--- src/rtl/pwm_counter.sv ---
// PWM timebase counter: prescaled up/down count with wrap pulse at an inclusive period.
// Optional macro PWM_COUNTER_PERIOD_SHADOW_EN latches the period so changes apply only at cycle boundaries.
module pwm_counter #(
    parameter int WIDTH     = 16,
    parameter int PSC_WIDTH = 8
) (
    input  logic                 clk,
    input  logic                 rst_n,
    input  logic                 en,
    input  logic                 count_reset,
    input  logic                 upnotdown,
    input  logic [WIDTH-1:0]     period,
    input  logic [PSC_WIDTH-1:0] prescale,
    output logic [WIDTH-1:0]     counter_val,
    output logic                 wrap
);

    logic [WIDTH-1:0]     counter_q, counter_d;
    logic                 wrap_q, wrap_d;
    logic [PSC_WIDTH-1:0] psc_cnt_q, psc_cnt_d;
    logic [WIDTH-1:0]     period_eff;
    logic                 tick;

    // >= rather than == so that lowering prescale never strands psc_cnt above it.
    assign tick = en && (psc_cnt_q >= prescale);

    always_comb begin
        counter_d = counter_q;
        wrap_d    = 1'b0;
        psc_cnt_d = psc_cnt_q;
        if (count_reset) begin
            counter_d = upnotdown ? '0 : period_eff;
            psc_cnt_d = '0;
        end else if (en) begin
            if (tick) begin
                psc_cnt_d = '0;
                if (upnotdown) begin
                    if (counter_q >= period_eff) begin
                        counter_d = '0;
                        wrap_d    = 1'b1;
                    end else begin
                        counter_d = counter_q + 1'b1;
                    end
                end else begin
                    // A count above period (after a period write) reloads like an underflow.
                    if ((counter_q == '0) || (counter_q > period_eff)) begin
                        counter_d = period_eff;
                        wrap_d    = 1'b1;
                    end else begin
                        counter_d = counter_q - 1'b1;
                    end
                end
            end else begin
                psc_cnt_d = psc_cnt_q + 1'b1;
            end
        end
    end

    always_ff @(posedge clk or negedge rst_n) begin
        if (!rst_n) begin
            counter_q <= '0;
            wrap_q    <= 1'b0;
            psc_cnt_q <= '0;
        end else begin
            counter_q <= counter_d;
            wrap_q    <= wrap_d;
            psc_cnt_q <= psc_cnt_d;
        end
    end

`ifdef PWM_COUNTER_PERIOD_SHADOW_EN
    logic [WIDTH-1:0] period_q, period_d;
    logic             period_load;

    // Reload whenever the counter is idle, cleared, or has just completed a cycle.
    assign period_load = !en || count_reset || wrap_d;

    always_comb begin
        period_d = period_q;
        if (period_load) begin
            period_d = period;
        end
    end

    always_ff @(posedge clk or negedge rst_n) begin
        if (!rst_n) begin
            period_q <= '0;
        end else begin
            period_q <= period_d;
        end
    end

    assign period_eff = period_q;
`else
    assign period_eff = period;
`endif

    assign counter_val = counter_q;
    assign wrap        = wrap_q;

endmodule
--- config.mk ---
export PLATFORM = sky130hd
export DESIGN_NAME = pwm_counter
export DESIGN_NICKNAME = d
export VERILOG_FILES = /design/src/rtl/pwm_counter.sv
export SDC_FILE = /design/constraint.sdc
export NUM_CORES = 1
export LEC_CHECK = 0
export CELL_PAD_IN_SITES_DETAIL_PLACEMENT = 1
export CELL_PAD_IN_SITES_GLOBAL_PLACEMENT = 1
export CORE_MARGIN = 2
export CORE_UTILIZATION = 41
export CTS_BUF_LIST = sky130_fd_sc_hd__clkbuf_4
export CTS_CLUSTER_DIAMETER = 120
export DETAILED_ROUTE_END_ITERATION = 8
export GPL_TIMING_DRIVEN = 0
export PLACE_DENSITY_LB_ADDON = 0.1
export SYNTH_ARGS = -nofsm -noshare
export SYNTH_HDL_FRONTEND = slang
export SYNTH_SLANG_ARGS = --single-unit
--- constraint.sdc ---
create_clock -name clk -period 3 [get_ports clk]
set_input_delay 0.6 -clock clk [delete_from_list [all_inputs] [get_ports clk]]
set_output_delay 0.6 -clock clk [all_outputs]
set_load 0.01 [all_outputs]
# [Word level (Yosys, flattened, before mapping)]
# Index checks and enable logic that the tools add are counted.
[totals] register_bits=25 input_bits=29 wordCells=31
[classes] n_addsub=3 order_cmp=3 muxes=16 n_reduce_logical=6
[ops] cell="$mux 16" count=7
[ops] cell="$mux 8" count=3
[ops] cell="$add 16x1->16 const B" count=1
[ops] cell="$ge 16x16->1" count=1
[ops] cell="$gt 16x16->1" count=1
[ops] cell="$logic_not 16->1" count=1
[ops] cell="$sub 16x1->16 const B" count=1
[ops] cell="$add 8x1->8 const B" count=1
[ops] cell="$ge 8x8->1" count=1
[ops] cell="$mux 1" count=6
[ops] cell="$reduce_bool 2->1" count=2
[ops] cell="$reduce_and 2->1" count=1
[ops] cell="$logic_and 1x1->1" count=1
[ops] cell="$logic_or 1x1->1" count=1

# [Logic depth before layout (Yosys ltp)]
[logic_depth] ltp_word=7 ltp_mapped=11 mapped_depth_nobuf=9

# [Worst setup path after synthesis]
# Ideal clock, no wire load.
[synth_path] kind="input -> register" startpoint="input port period[13]" endpoint="register counter_q[10] (netlist: counter_val[10])" setup_ns=0.087 arrival_ns=2.708 t_required_ns=2.913 slack_ns=0.205 path_stages=10 cell_sequence="inv_1 -> ha_1 -> a21o_1 -> a21o_1 -> a2111oi_0 -> nand4_1 -> clkbuf_1 -> nor4_1 -> a22oi_1 -> o211ai_1"
[synth_between] elab_chain_cells=7 elab_cells_between_ends=9
[synth_rtl] item="start, declared" line_no="12" source="input logic [WIDTH-1:0] period,"
[synth_rtl] item="$gt 16x16->1" line_no="46" source="if ((counter_q == '0) || (counter_q > period_eff)) begin"
[synth_rtl] item="$logic_or 1x1->1" line_no="46"
[synth_rtl] item="$mux 16" line_no="46"
[synth_rtl] item="$mux 16 *" line_no="37" source="if (upnotdown) begin"
[synth_rtl] item="$mux 16 *" line_no="35" source="if (tick) begin"
[synth_rtl] item="$mux 16 *" line_no="34" source="end else if (en) begin"
[synth_rtl] item="$mux 16 *" line_no="31" source="if (count_reset) begin"
[synth_rtl] item="end signal, assigned" line_no="65" source="counter_q <= counter_d;"
[synth_rtl] item="end, declared" line_no="18" source="logic [WIDTH-1:0] counter_q, counter_d;"
# Every way passes the cells marked *; elsewhere a longest branch is shown, timed or not. The select of a mux whose other input is x is not followed.
# A chain may end at the register's enable or synchronous reset.

# [Final worst setup path]
[layout_path] startpoint="input port period[8]" endpoint="register counter_q[3] (netlist: counter_val[3])"
# The elaborated chain is that of the path after synthesis.

==> metrics <==
ys async rst share 100%; largest family of logic cells by synthesized area simple AND/OR/NAND/NOR gates; pre-CTS setup slack -1500 ps; Post-Synth Simple-Gate Area between 20% and 30%; period utilization 97.7%; die width 84.6 µm; clock root cell clkbuf_4; io pins 46; core area between 6000 and 7000 µm²; hold-fix buffers at CTS 0; Slew @ Worst Pin 786 ps; Crit Reg-Reg Endpoint counter_val[3]; leakage 0.00162 µW; Vias/cell approximately 6; slowest stage delay, CP 500 ps; RePlAce Congestion just under 0.9; worst hold-check path type input pin to async pin; std cell rows 29; slowest CP cell clkdlybuf4s50_1; CTS H-tree depth 1; worst-case clock buffer depth 2; final setup violation count 0; crit path to counter_val[3]; outcome completed; hpwl dp roughly 6800 µm; drt total wl just under 10000 µm; RSZ-0062 raised after global routing false; Register-to-Register Path Depth 9; Mapped Avg Cell Area between 7 and 8 µm²; count of pins over their slew limit 0; adder-cell share of the synthesized area 13.1%; filler instances 751; Warnings, synthesis 0; fraction of the mapped netlist area in compound gates 22.0%; CTS tree done; CP arrival 3160 ps; Post-Synthesis Cells 336; Post-synth EDFFs 0; largest net degree at the start of global routing 26; number of global-route vias before repair between 2000 and 3000; Area growth, synth to finish 38.1%; Cell Pwr Density 452 nW/µm²; Non-Filler Instances 477; initial core utilization 42.2%; synth unique cells 59; Vias 2886; worst reg-to-reg setup slack 150 ps; clock latency on the worst-skew pair 380 ps; Max Clk Rate roughly 0.34 GHz; Data required, critical path 3230 ps; fin nets roughly 460; Cells after DPL approximately 460; Fin. Hold Viols 0; worst setup path start period[8]; Num Clock Sinks 25; initial antenna violation count 1; Post-Synth XOR/XNOR Area under 10%; min Tclk post-route roughly 2900 ps; drc violations 0; Seq/Total Area, Yosys 23.5%; Die Y 84.6 µm; DRT Pass-1 Iters 5; WS Path Type input pin to flop; Max VDD drop 0.249 mV; final setup skew between 40 and 50 ps; Die Area 7160 µm²; drt wl/cell 20.4 µm; post-synthesis mux area share less than 1%; Post-Syn Nets 393; synthesis-stage register bit count 25; first-pass GRT wire length 14900 µm; Mapped Area between 2000 and 3000 µm²; clock slew at reported path FFs 200 ps; Total GRT Usage about a quarter; Worst slew margin 47.4%; startpoint types input pin; layout cell share with drive strength beyond 1 18.0%; reg-to-reg critical path startpoint counter_val[5]; CP Capture Type flop; Max Cap Viol 0; CP Cell Sequence clkdlybuf4s50_1, inv_1, ha_1, nand2_1, nor4_4, a21bo_2, a31oi_4, buf_6, nor2_4, a2111oi_4, a21oi_2; Num CTS Buffers 3; Final WS setup 69.0 ps; port bufs 44; total gr overflow 0; post-route antenna net violation count 0; initial drt markers 220; top_reg_cell synth dfrtp_1; largest fanout on the critical path 7
## through the flow
step / instance area [µm²] / setup TNS, ps / util (%) / hold WS, ps / power (µW)
floorplan: 2670 / 0 / - / 304 / 939
global placement: 3200 / -22300 / 50.7 / 525 / 1240
detailed placement: 3200 / -24130 / 50.7 / 564 / 1260
CTS: 3440 / -1.13 / 54.5 / 583 / 1540
global route: 3680 / 0 / 58.3 / 259 / 1760
finish: 3680 / 0 / 58.3 / 221 / 1660
## repair_timing
| action | in CTS | in global routing |
|---|---|---|
| resized for setup | 27 | 39 |
| hold endpoints to repair | 0 | 0 |
| pin swaps | 4 | 15 |
| setup endpoints to repair | 17 | 17 |
| gates cloned | 0 | 0 |
| setup buffers | 8 | 8 |
## worst max-delay path, delay by kind of cell
kind	cells	cell delay (ps)
buffers and inverters	3	740
and+or+nand+nor	3	480
AOI/OAI and AO/OA	4	1050
adders and majority gates	1	290
## metal layers
metal	global-route usage (%)	routed length [µm]	part of all wire [%]	vias to the layer above
met2	40.9	4560	47	98
met1	37.1	4550	47	1421
li1	-	-	-	1355
met4	10.7	194	2.0	0
met5	0	0	0	-
met3	3.15	443	4.5	12
## layout make-up
type	instances	area, µm²	share of cell area (%)
multi-input combinational	260	2060	56.0
timing repair buffer	60	633	17.2
inverter	32	120	3.26
sequential	25	626	17.0
antenna	1	2.50	0.0680
clock buffer	4	30.0	0.816
tap	77	96.3	2.62
buffer	18	113	3.06
## synth_stat cells, types with 2 or more instances
cell / n / area (µm²)
dfrtp_1: 25 / 626
or3_1: 3 / 18.8
inv_1: 32 / 120
or4_1: 2 / 15.0
a31oi_1: 7 / 43.8
a32oi_1: 4 / 35.0
o211ai_1: 7 / 52.6
nand3_1: 22 / 110
and3_1: 5 / 31.3
clkbuf_1: 15 / 56.3
nor3_1: 15 / 75.1
o31ai_1: 6 / 45.0
a211oi_1: 2 / 15.0
and4_1: 3 / 26.3
xnor2_1: 13 / 114
o21ai_0: 15 / 75.1
a21oi_1: 16 / 80.1
mux2i_1: 2 / 20.0
a21o_1: 3 / 22.5
nand4_1: 5 / 31.3
nand2b_1: 3 / 18.8
ha_1: 28 / 350
nand2_1: 18 / 67.6
o21a_1: 6 / 45.0
xor2_1: 9 / 78.8
or2_2: 3 / 18.8
a22oi_1: 3 / 22.5
nor2b_1: 3 / 18.8
buf_6: 3 / 33.8
nor4_1: 4 / 25.0
nor2_1: 26 / 97.6
## placed cells by master (no fill, tap or decap), types with 10 or more instances in the layout
cell type	netlist	routed
nor2_1	26	23
nor3_1	15	13
ha_1	28	22
nand3_1	22	22
xnor2_1	13	13
a21oi_1	16	12
dlymetal6s2s_1	0	10
clkdlybuf4s50_1	0	33
clkbuf_1	15	11
o21ai_0	15	14
inv_1	32	27
nand2_1	18	17
dfrtp_1	25	25
## power breakdown
group	total (µW)	internal (µW)	switching, µW
Sequential	486	387	98.9
Clock	195	61.4	134
Combinational	983	463	520
## registers in the layout (all words and copies together) (netlist names)
signal	flops
wrap	1
psc_cnt_q	8
counter_val	16
## worst min-delay path by stage
stage | from | end | slack (ps) | cells after the start
4_1_cts | psc_cnt_q[2] | psc_cnt_q[2] | 580 | 2
6_report | rst_n | counter_val[14] | 220 | 1
3_5_place_dp | psc_cnt_q[2] | psc_cnt_q[2] | 560 | 2
5_1_grt | rst_n | counter_val[14] | 260 | 1
2_1_floorplan | rst_n | counter_val[0] | 300 | 0
3_3_place_gp | psc_cnt_q[7] | psc_cnt_q[7] | 530 | 2
## logic make-up (layout without fill, tap and decap cells)
logic type	Yosys count	count (layout)
simple gates	124	124
xor+xnor	22	22
fa+ha+maj	28	28
other cells	0	1
mux	2	2
compound gates	84	84
buf+inv	51	114
flops	25	25
Power figures use the tool's default switching activity.
